`src/rtl/dm_access_pkg.sv`:
```
// Shared encodings for the MEM-stage data memory access controller.
package dm_access_pkg;

    localparam logic [1:0] SZ_BYTE = 2'b00;
    localparam logic [1:0] SZ_HALF = 2'b01;
    localparam logic [1:0] SZ_WORD = 2'b10;

    typedef enum logic [1:0] {
        ST_IDLE = 2'b00,
        ST_BUSY = 2'b01,
        ST_RESP = 2'b10,
        ST_ERR  = 2'b11
    } state_e;

endpackage

```
`src/rtl/dm_lane_align.sv`:
```
// Little-endian byte-lane steering: store byte enables/replication, alignment check,
// and load extraction with sign/zero extension. Purely combinational.
module dm_lane_align
    import dm_access_pkg::*;
(
    input  logic [1:0]  addr_lo,
    input  logic [1:0]  size,
    input  logic        sign,
    input  logic [31:0] wdata,
    input  logic [31:0] mem_rdata,
    output logic [3:0]  be,
    output logic [31:0] wdata_rep,
    output logic        misaligned,
    output logic [31:0] rdata_ext
);

    logic [7:0]  rd_byte;
    logic [15:0] rd_half;

    assign rd_byte = mem_rdata[{addr_lo, 3'b000} +: 8];
    assign rd_half = mem_rdata[{addr_lo[1], 4'b0000} +: 16];

    always_comb begin
        be         = 4'b0000;
        wdata_rep  = 32'h0;
        misaligned = 1'b0;
        rdata_ext  = 32'h0;
        case (size)
            SZ_BYTE: begin
                be        = 4'b0001 << addr_lo;
                wdata_rep = {4{wdata[7:0]}};
                rdata_ext = {{24{sign & rd_byte[7]}}, rd_byte};
            end
            SZ_HALF: begin
                be         = addr_lo[1] ? 4'b1100 : 4'b0011;
                wdata_rep  = {2{wdata[15:0]}};
                misaligned = addr_lo[0];
                rdata_ext  = {{16{sign & rd_half[15]}}, rd_half};
            end
            SZ_WORD: begin
                be         = 4'b1111;
                wdata_rep  = wdata;
                misaligned = |addr_lo;
                rdata_ext  = mem_rdata;
            end
            default: misaligned = 1'b1;
        endcase
    end

endmodule

```
`src/rtl/dm_access_ctrl.sv`:
```
// MEM-stage load/store initiator: req/ack to data memory, stalls the pipeline while
// an access is in flight, flags misaligned ops and ack timeouts.
module dm_access_ctrl
    import dm_access_pkg::*;
#(
    parameter int TIMEOUT = 16,
    parameter int CNT_W   = 5
) (
    input  logic        clk,
    input  logic        clr,
    input  logic        op_valid,
    input  logic        op_we,
    input  logic [1:0]  op_size,
    input  logic        op_sign,
    input  logic [31:0] op_addr,
    input  logic [31:0] op_wdata,
    output logic        stall,
    output logic [31:0] rdata,
    output logic        rdata_valid,
    output logic        addr_err,
    output logic        bus_err,
    output logic        mem_req,
    output logic        mem_we,
    output logic [3:0]  mem_be,
    output logic [31:0] mem_addr,
    output logic [31:0] mem_wdata,
    input  logic        mem_ack,
    input  logic [31:0] mem_rdata
);

    state_e            state_q, state_d;
    logic [CNT_W-1:0]  cnt_q, cnt_d;
    logic [31:0]       rdata_q, rdata_d;
    logic [31:0]       addr_q, addr_d;
    logic              we_q, we_d;
    logic [1:0]        size_q, size_d;
    logic              sign_q, sign_d;
    logic [3:0]        be_q, be_d;
    logic [31:0]       wdata_q, wdata_d;

    logic              idle, busy, accept;
    logic [3:0]        al_be;
    logic [31:0]       al_wdata, al_rdata;
    logic              al_mis;

    assign idle = (state_q == ST_IDLE);
    assign busy = (state_q == ST_BUSY);

    // One aligner serves both paths: the incoming op while idle, the latched op while busy.
    dm_lane_align u_align (
        .addr_lo    (idle ? op_addr[1:0] : addr_q[1:0]),
        .size       (idle ? op_size : size_q),
        .sign       (idle ? op_sign : sign_q),
        .wdata      (op_wdata),
        .mem_rdata  (mem_rdata),
        .be         (al_be),
        .wdata_rep  (al_wdata),
        .misaligned (al_mis),
        .rdata_ext  (al_rdata)
    );

    assign accept = idle & op_valid & ~al_mis;

    always_comb begin
        state_d = state_q;
        cnt_d   = cnt_q;
        rdata_d = rdata_q;
        addr_d  = addr_q;
        we_d    = we_q;
        size_d  = size_q;
        sign_d  = sign_q;
        be_d    = be_q;
        wdata_d = wdata_q;
        case (state_q)
            ST_IDLE: begin
                if (accept) begin
                    addr_d  = op_addr;
                    we_d    = op_we;
                    size_d  = op_size;
                    sign_d  = op_sign;
                    be_d    = al_be;
                    wdata_d = al_wdata;
                    cnt_d   = '0;
                    state_d = ST_BUSY;
                end
            end
            ST_BUSY: begin
                cnt_d = cnt_q + 1'b1;
                if (mem_ack) begin
                    rdata_d = we_q ? 32'h0 : al_rdata;
                    cnt_d   = '0;
                    state_d = ST_RESP;
                end else if (cnt_q == CNT_W'(TIMEOUT - 1)) begin
                    rdata_d = 32'h0;
                    cnt_d   = '0;
                    state_d = ST_ERR;
                end
            end
            default: state_d = ST_IDLE;
        endcase
    end

    always_ff @(posedge clk or posedge clr) begin
        if (clr) begin
            state_q <= ST_IDLE;
            cnt_q   <= '0;
            rdata_q <= 32'h0;
            addr_q  <= 32'h0;
            we_q    <= 1'b0;
            size_q  <= 2'b00;
            sign_q  <= 1'b0;
            be_q    <= 4'b0000;
            wdata_q <= 32'h0;
        end else begin
            state_q <= state_d;
            cnt_q   <= cnt_d;
            rdata_q <= rdata_d;
            addr_q  <= addr_d;
            we_q    <= we_d;
            size_q  <= size_d;
            sign_q  <= sign_d;
            be_q    <= be_d;
            wdata_q <= wdata_d;
        end
    end

    // Idle-state outputs depend on op inputs, so they are masked while reset is held.
    assign stall       = ~clr & (busy | accept);
    assign addr_err    = ~clr & idle & op_valid & al_mis;
    assign rdata_valid = (state_q == ST_RESP);
    assign bus_err     = (state_q == ST_ERR);
    assign rdata       = rdata_q;
    assign mem_req     = busy;
    assign mem_we      = busy & we_q;
    assign mem_be      = busy ? be_q : 4'b0000;
    assign mem_addr    = busy ? {addr_q[31:2], 2'b00} : 32'h0;
    assign mem_wdata   = busy ? wdata_q : 32'h0;

endmodule

```
`config.mk`:
```
export PLATFORM = sky130hd
export DESIGN_NAME = dm_access_ctrl
export DESIGN_NICKNAME = d
export VERILOG_FILES = /design/src/rtl/dm_access_pkg.sv /design/src/rtl/dm_lane_align.sv /design/src/rtl/dm_access_ctrl.sv
export SDC_FILE = /design/constraint.sdc
export NUM_CORES = 1
export LEC_CHECK = 0
export ABC_AREA = 1
export CAP_MARGIN = 30
export CORE_AREA = 2 2 129 131
export DETAILED_ROUTE_END_ITERATION = 8
export DIE_AREA = 0 0 131 133
export GPL_ROUTABILITY_DRIVEN = 0
export HOLD_SLACK_MARGIN = 0.08
export PLACE_DENSITY = 0.73
export SYNTH_ARGS = -nofsm -noshare
export SYNTH_HDL_FRONTEND = slang
export SYNTH_HIERARCHICAL = 1
export SYNTH_SLANG_ARGS = --single-unit
```
`constraint.sdc`:
```
create_clock -name clk -period 10 [get_ports clk]
set_clock_uncertainty 0.2 [all_clocks]
set_input_delay 2.5 -clock clk [delete_from_list [all_inputs] [get_ports clk]]
set_output_delay 2.5 -clock clk [all_outputs]
set_load 0.02 [all_outputs]
```
---- Word level (Yosys, flattened, before mapping) ----
Index checks and enable logic that the tools add are counted.
storage, ports and cells
  register bits after elaboration ......... 111
  latch bits .............................. 0
  RAM bits ................................ 0
  ROM bits ................................ 0
  input port bits ......................... 104
  word-level logic and storage cells ...... 64
  memories kept ........................... 0
operators by class
  add/subtract/negate cells ............... 1
  $mul .................................... 0
  divide/modulo/power cells ............... 0
  order comparisons ....................... 0
  eq/ne operators ......................... 8
  shift-type cells ........................ 3
  multiplexer cells ....................... 22
  bitwise logic cells ..................... 12
  reductions and logical operators ........ 9
operators with widths
  cell                 count
  $pmux 32 s3          2
  $mux 32              5
  $shiftx 32x6->16     1
  $shiftx 32x6->8      1
  $mux 5               3
  $pmux 4 s3           1
  $mux 2               5
  $pmux 5 s2           1
  $and 1x1->1          9
  $mux 4               2
  $reduce_and 2->1     4
  $eq 2x2->1 const B   3
  $add 5x1->5 const B  1
  $eq 5x4->1 const B   1
  $eq 2x1->1 const B   2
  $logic_not 2->1      2
  $pmux 2 s2           1
  $reduce_bool 2->1    2
  $shl 1x2->4 const A  1
  $ne 3x2->1 const B   1
  $pmux 1 s3           1
  $ne 2x1->1 const B   1
  $not 1->1            2
  $reduce_or 2->1      1
  other kinds (2)      2

---- Longest topological paths before layout ----
  depth in word-level cells ............... 8
  depth in mapped cells ................... 16
  gate-level depth less buffers ........... 14

---- Modules after synthesis ----
Netlist, hierarchy kept.
by module, submodules not included
  module          instances  cells each  area an instance (µm²)  seq. area each (µm²)
  dm_access_ctrl  1          584         4,890.9                 2,777.7
  dm_lane_align   1          335         1,448.9                 0.0

---- Worst setup path before layout ----
No wires, ideal clock.
  path kind ............................... input to output
  start ................................... input op_size[1]
  end ..................................... output stall
  arrival time ............................ 4.157 ns
  data required time ...................... 7.300 ns
  setup slack ............................. 3.143 ns
  stages .................................. 12
  path buffers ............................ 2
  cell sequence ........................... inv_1 o21ai_0 inv_1 nand2_2 buf_1 o221ai_1 inv_1 nand3_2 buf_4 nand2_1 inv_1 nor2_1
on the way
  cells in the longest elaborated chain, start to end .. 7
  elaborated cells between the ends (all ways) .. 9
  classes of those cells .................. eq/ne: 2; mux: 2; bitwise: 4; reduce/logical: 1
ends and longest elaborated chain
  what                                      RTL line               source
  from (decl)                               dm_access_ctrl.sv:13   input logic [1:0] op_size,
  $mux 2 (*)                                dm_access_ctrl.sv:52   .size (idle ? op_size : size_q),
  $eq 2x2->1, or another cell as far along  dm_lane_align.sv:28    case (size)
  $pmux 1 s3 (*)                            dm_lane_align.sv:28
  net al_mis                                dm_access_ctrl.sv:44   logic al_mis;
  $not 1->1 (*)                             dm_access_ctrl.sv:62   assign accept = idle & op_valid & ~al_mis;
  $and 1x1->1 (*)                           dm_access_ctrl.sv:62
  $or 1x1->1 (*)                            dm_access_ctrl.sv:128  assign stall = ~clr & (busy | accept);
  $and 1x1->1 (*)                           dm_access_ctrl.sv:128
  to (decl)                                 dm_access_ctrl.sv:17   output logic stall,
Mark *: on every way through the listed nets, which the timed path passes. The rest lies on a longest branch.

---- Worst setup path in the final report ----
  start ................................... input op_size[0]
  end ..................................... output stall
Same word-level chain as after synthesis.

==> impl_metrics.json <==
{
  "fin_crit_ps": 8530,
  "ant_nets": 0,
  "cp_num_buf_inv": 4,
  "synth-async-reset-ratio": 1.00,
  "slowest_delay_ps": 530,
  "final_common_cell": "nand2_1",
  "setup_tns_ps": 0,
  "path_cells": "clkdlybuf4s50_1 > nand2_1 > o21ai_0 > nand2_2 > o221ai_1 > inv_1 > nand3_4 > nand2_1 > inv_1 > nor2_1 > clkdlybuf4s50_1",
  "dieArea_um2": 17400,
  "hpwlAfterDp_um": 13200,
  "hold_path.class": "flip-flop to flip-flop",
  "worstHoldEndpoint": "rdata[17]",
  "hold_violations": 0,
  "grt_usage": 0.212,
  "finalCritPeriodShare": 0.853,
  "leakage_nw": 4.54,
  "cts_tree": "built",
  "synth.top_cell.area_share": 0.438,
  "report.final.slew_viol_count": 0,
  "route.final.wire_length_um": 18300,
  "holdPathStages": 2,
  "ys_warn_count": 6,
  "worst-slew-pin-transition_ps": 932,
  "layout_common_cells": "nand2_1, clkdlybuf4s50_1, nor2_1, inv_1, dfrtp_1",
  "dr.pass1.iters": 6,
  "worst-path-stages": 11,
  "synth_top_area_cell": "dfrtp_1",
  "drt_iter0_drc": 515,
  "cap_violations": 0,
  "die_h_um": 133,
  "crit_path_max_fanout": 62,
  "final_nets": 1194,
  "vias": 6273,
  "max_freq_mhz": 117,
  "yosys-top-cells-area": "dfrtp_1, nand2_1, nor2_1",
  "cp_data_required_time_ps": 7300,
  "r2r_slack_ps": 5970,
  "r2r-start": "state_q[0]",
  "wire_per_inst_um": 13.9,
  "worstSkewPairLatency_ps": 350,
  "root_buffer": "clkbuf_16",
  "grt_pass1_wl_um": 29300,
  "cts.path.max_buffers": 2,
  "grt_max_degree": 86,
  "postCtsSetupBuffers": 0,
  "hp-start": "rdata[17]",
  "critical_path_class": "input port to output pin",
  "ir_worst_vdd_mv": 0.155,
  "yosysUniqueCellTypes": 30,
  "rsz0062_at_grt": "false",
  "critPathSlowestCell": "clkdlybuf4s50_1",
  "crit_path_end_kind": "output pin",
  "syn_area_um2": 6340,
  "h-tree-depth": 3,
  "post_cts_resized": 0,
  "avgSynthCellArea_um2": 6.90,
  "std_cell_rows": 47,
  "power.density_nw_per_um2": 310,
  "fillerInstances": 1589,
  "grt-ovfl-total": 0,
  "cts_made_buffers": 9,
  "finish.utilization": 0.541,
  "drc": 0,
  "cp-startpoint": "op_size[0]",
  "slew_headroom": 0.375,
  "viasPerCell": 4.77,
  "synth-seq-area-share": 0.438,
  "rr_worst_depth": 13,
  "area_growth_pct": 37.9,
  "synth_seq_cells": 111,
  "core-area_um2": 16200,
  "portBuffers": 207,
  "io_pins": 210,
  "status": "finished clean",
  "cts_hold_buf": 0,
  "antenna_found_initial": 1,
  "cp_top_family": "buffers and inverters",
  "syn_inst": 919,
  "synth_edf_count": 0,
  "cts_num_sinks": 111,
  "cp.arrival_ps": 5830,
  "start_util": 0.392,
  "rr_endpoint": "wdata_q[31]",
  "die_x_um": 131,
  "drive_gt1_frac": 0.0375,
  "setup_violations": 0,
  "grt_pass1_vias": 5765,
  "crit_path_start_kind": "input port",
  "synth-main-ff-cell": "dfrtp_1",
  "clk_pin_slew_ps": 70
}
-- power breakdown --
group / switching [mW] / leakage, nW / internal, mW
registers: 0.0708 / 1.32 / 0.647
logic: 1.01 / 3.07 / 0.602
clock network: 0.177 / 0.155 / 0.205
total: 1.26 / 4.54 / 1.46
-- metrics by stage --
stage	hold slack [ps]	setup slack, ps	power [mW]	instance area, um^2	std cells
2_1_floorplan	259	3140	1.81	6340	920
3_3_place_gp	255	1520	2.31	8410	1297
3_5_place_dp	259	1470	2.34	8410	1297
4_1_cts	277	1470	2.73	8720	1313
5_1_grt	299	1180	2.94	8740	1315
6_report	275	1470	2.71	8740	1315
-- cell families (layout without fill, tap and decap cells) --
family	after synthesis	after routing	synth area share
fa+ha+maj	1	1	0.00197
buf+inv	189	363	0.136
mux	1	1	0.00158
xor+xnor	1	1	0.00138
other cells	1	3	0.000591
flops	111	111	0.438
simple gates	473	473	0.302
compound gates	142	142	0.119
-- Yosys cell counts (7+ instances only) --
cell      instances
nand2_1         271
nor2_1          154
inv_1           124
dfrtp_1         111
a21oi_1          86
o21ai_0          36
nand4_1          33
buf_2            24
buf_6            11
buf_4            10
clkbuf_1          9
a22oi_1           8
nand3_1           7
o211ai_1          7
-- flip-flops by register name (all words and copies together) (netlist names) --
register  count
wdata_q      32
size_q        2
cnt_q         5
sign_q        1
rdata        32
state_q       2
be_q          4
addr_q       32
we_q          1
-- worst reg2reg max path, cell delays in order (launching register included) --
cell and delay, ps:
dfrtp_1 440, nor2_4 300, inv_1 140, nand2_1 70
o21ai_0 70, buf_4 180, inv_1 130, nand2_2 250
o221ai_1 500, inv_1 140, nand3_4 480, buf_4 770
nor2_1 110, a21oi_1 170
-- worst max-delay path by stage --
stage | endpoint | slack (ps)
after detailed placement | stall | 1470
final | stall | 1470
after global routing | stall | 1180
after global placement | stall | 1520
after floorplan | stall | 3140
after CTS | stall | 1470
-- final cells by class --
cell class | instances | area, um^2 | share of cell area
inverter | 130 | 490 | 0.0561
antenna | 1 | 2.50 | 0.000286
sequential | 111 | 2780 | 0.318
clock inverter | 6 | 72.6 | 0.00830
timing repair buffer | 217 | 2160 | 0.247
tap | 220 | 275 | 0.0315
multi-input combinational | 620 | 2730 | 0.312
clock buffer | 10 | 239 | 0.0273
-- routing by layer --
layer | track usage | part of all wire
met1 | 0.292 | 0.44
met2 | 0.337 | 0.48
met3 | 0.0332 | 0.056
met4 | 0.0745 | 0.025
met5 | 0 | 0
Power figures use the tool's default switching activity.
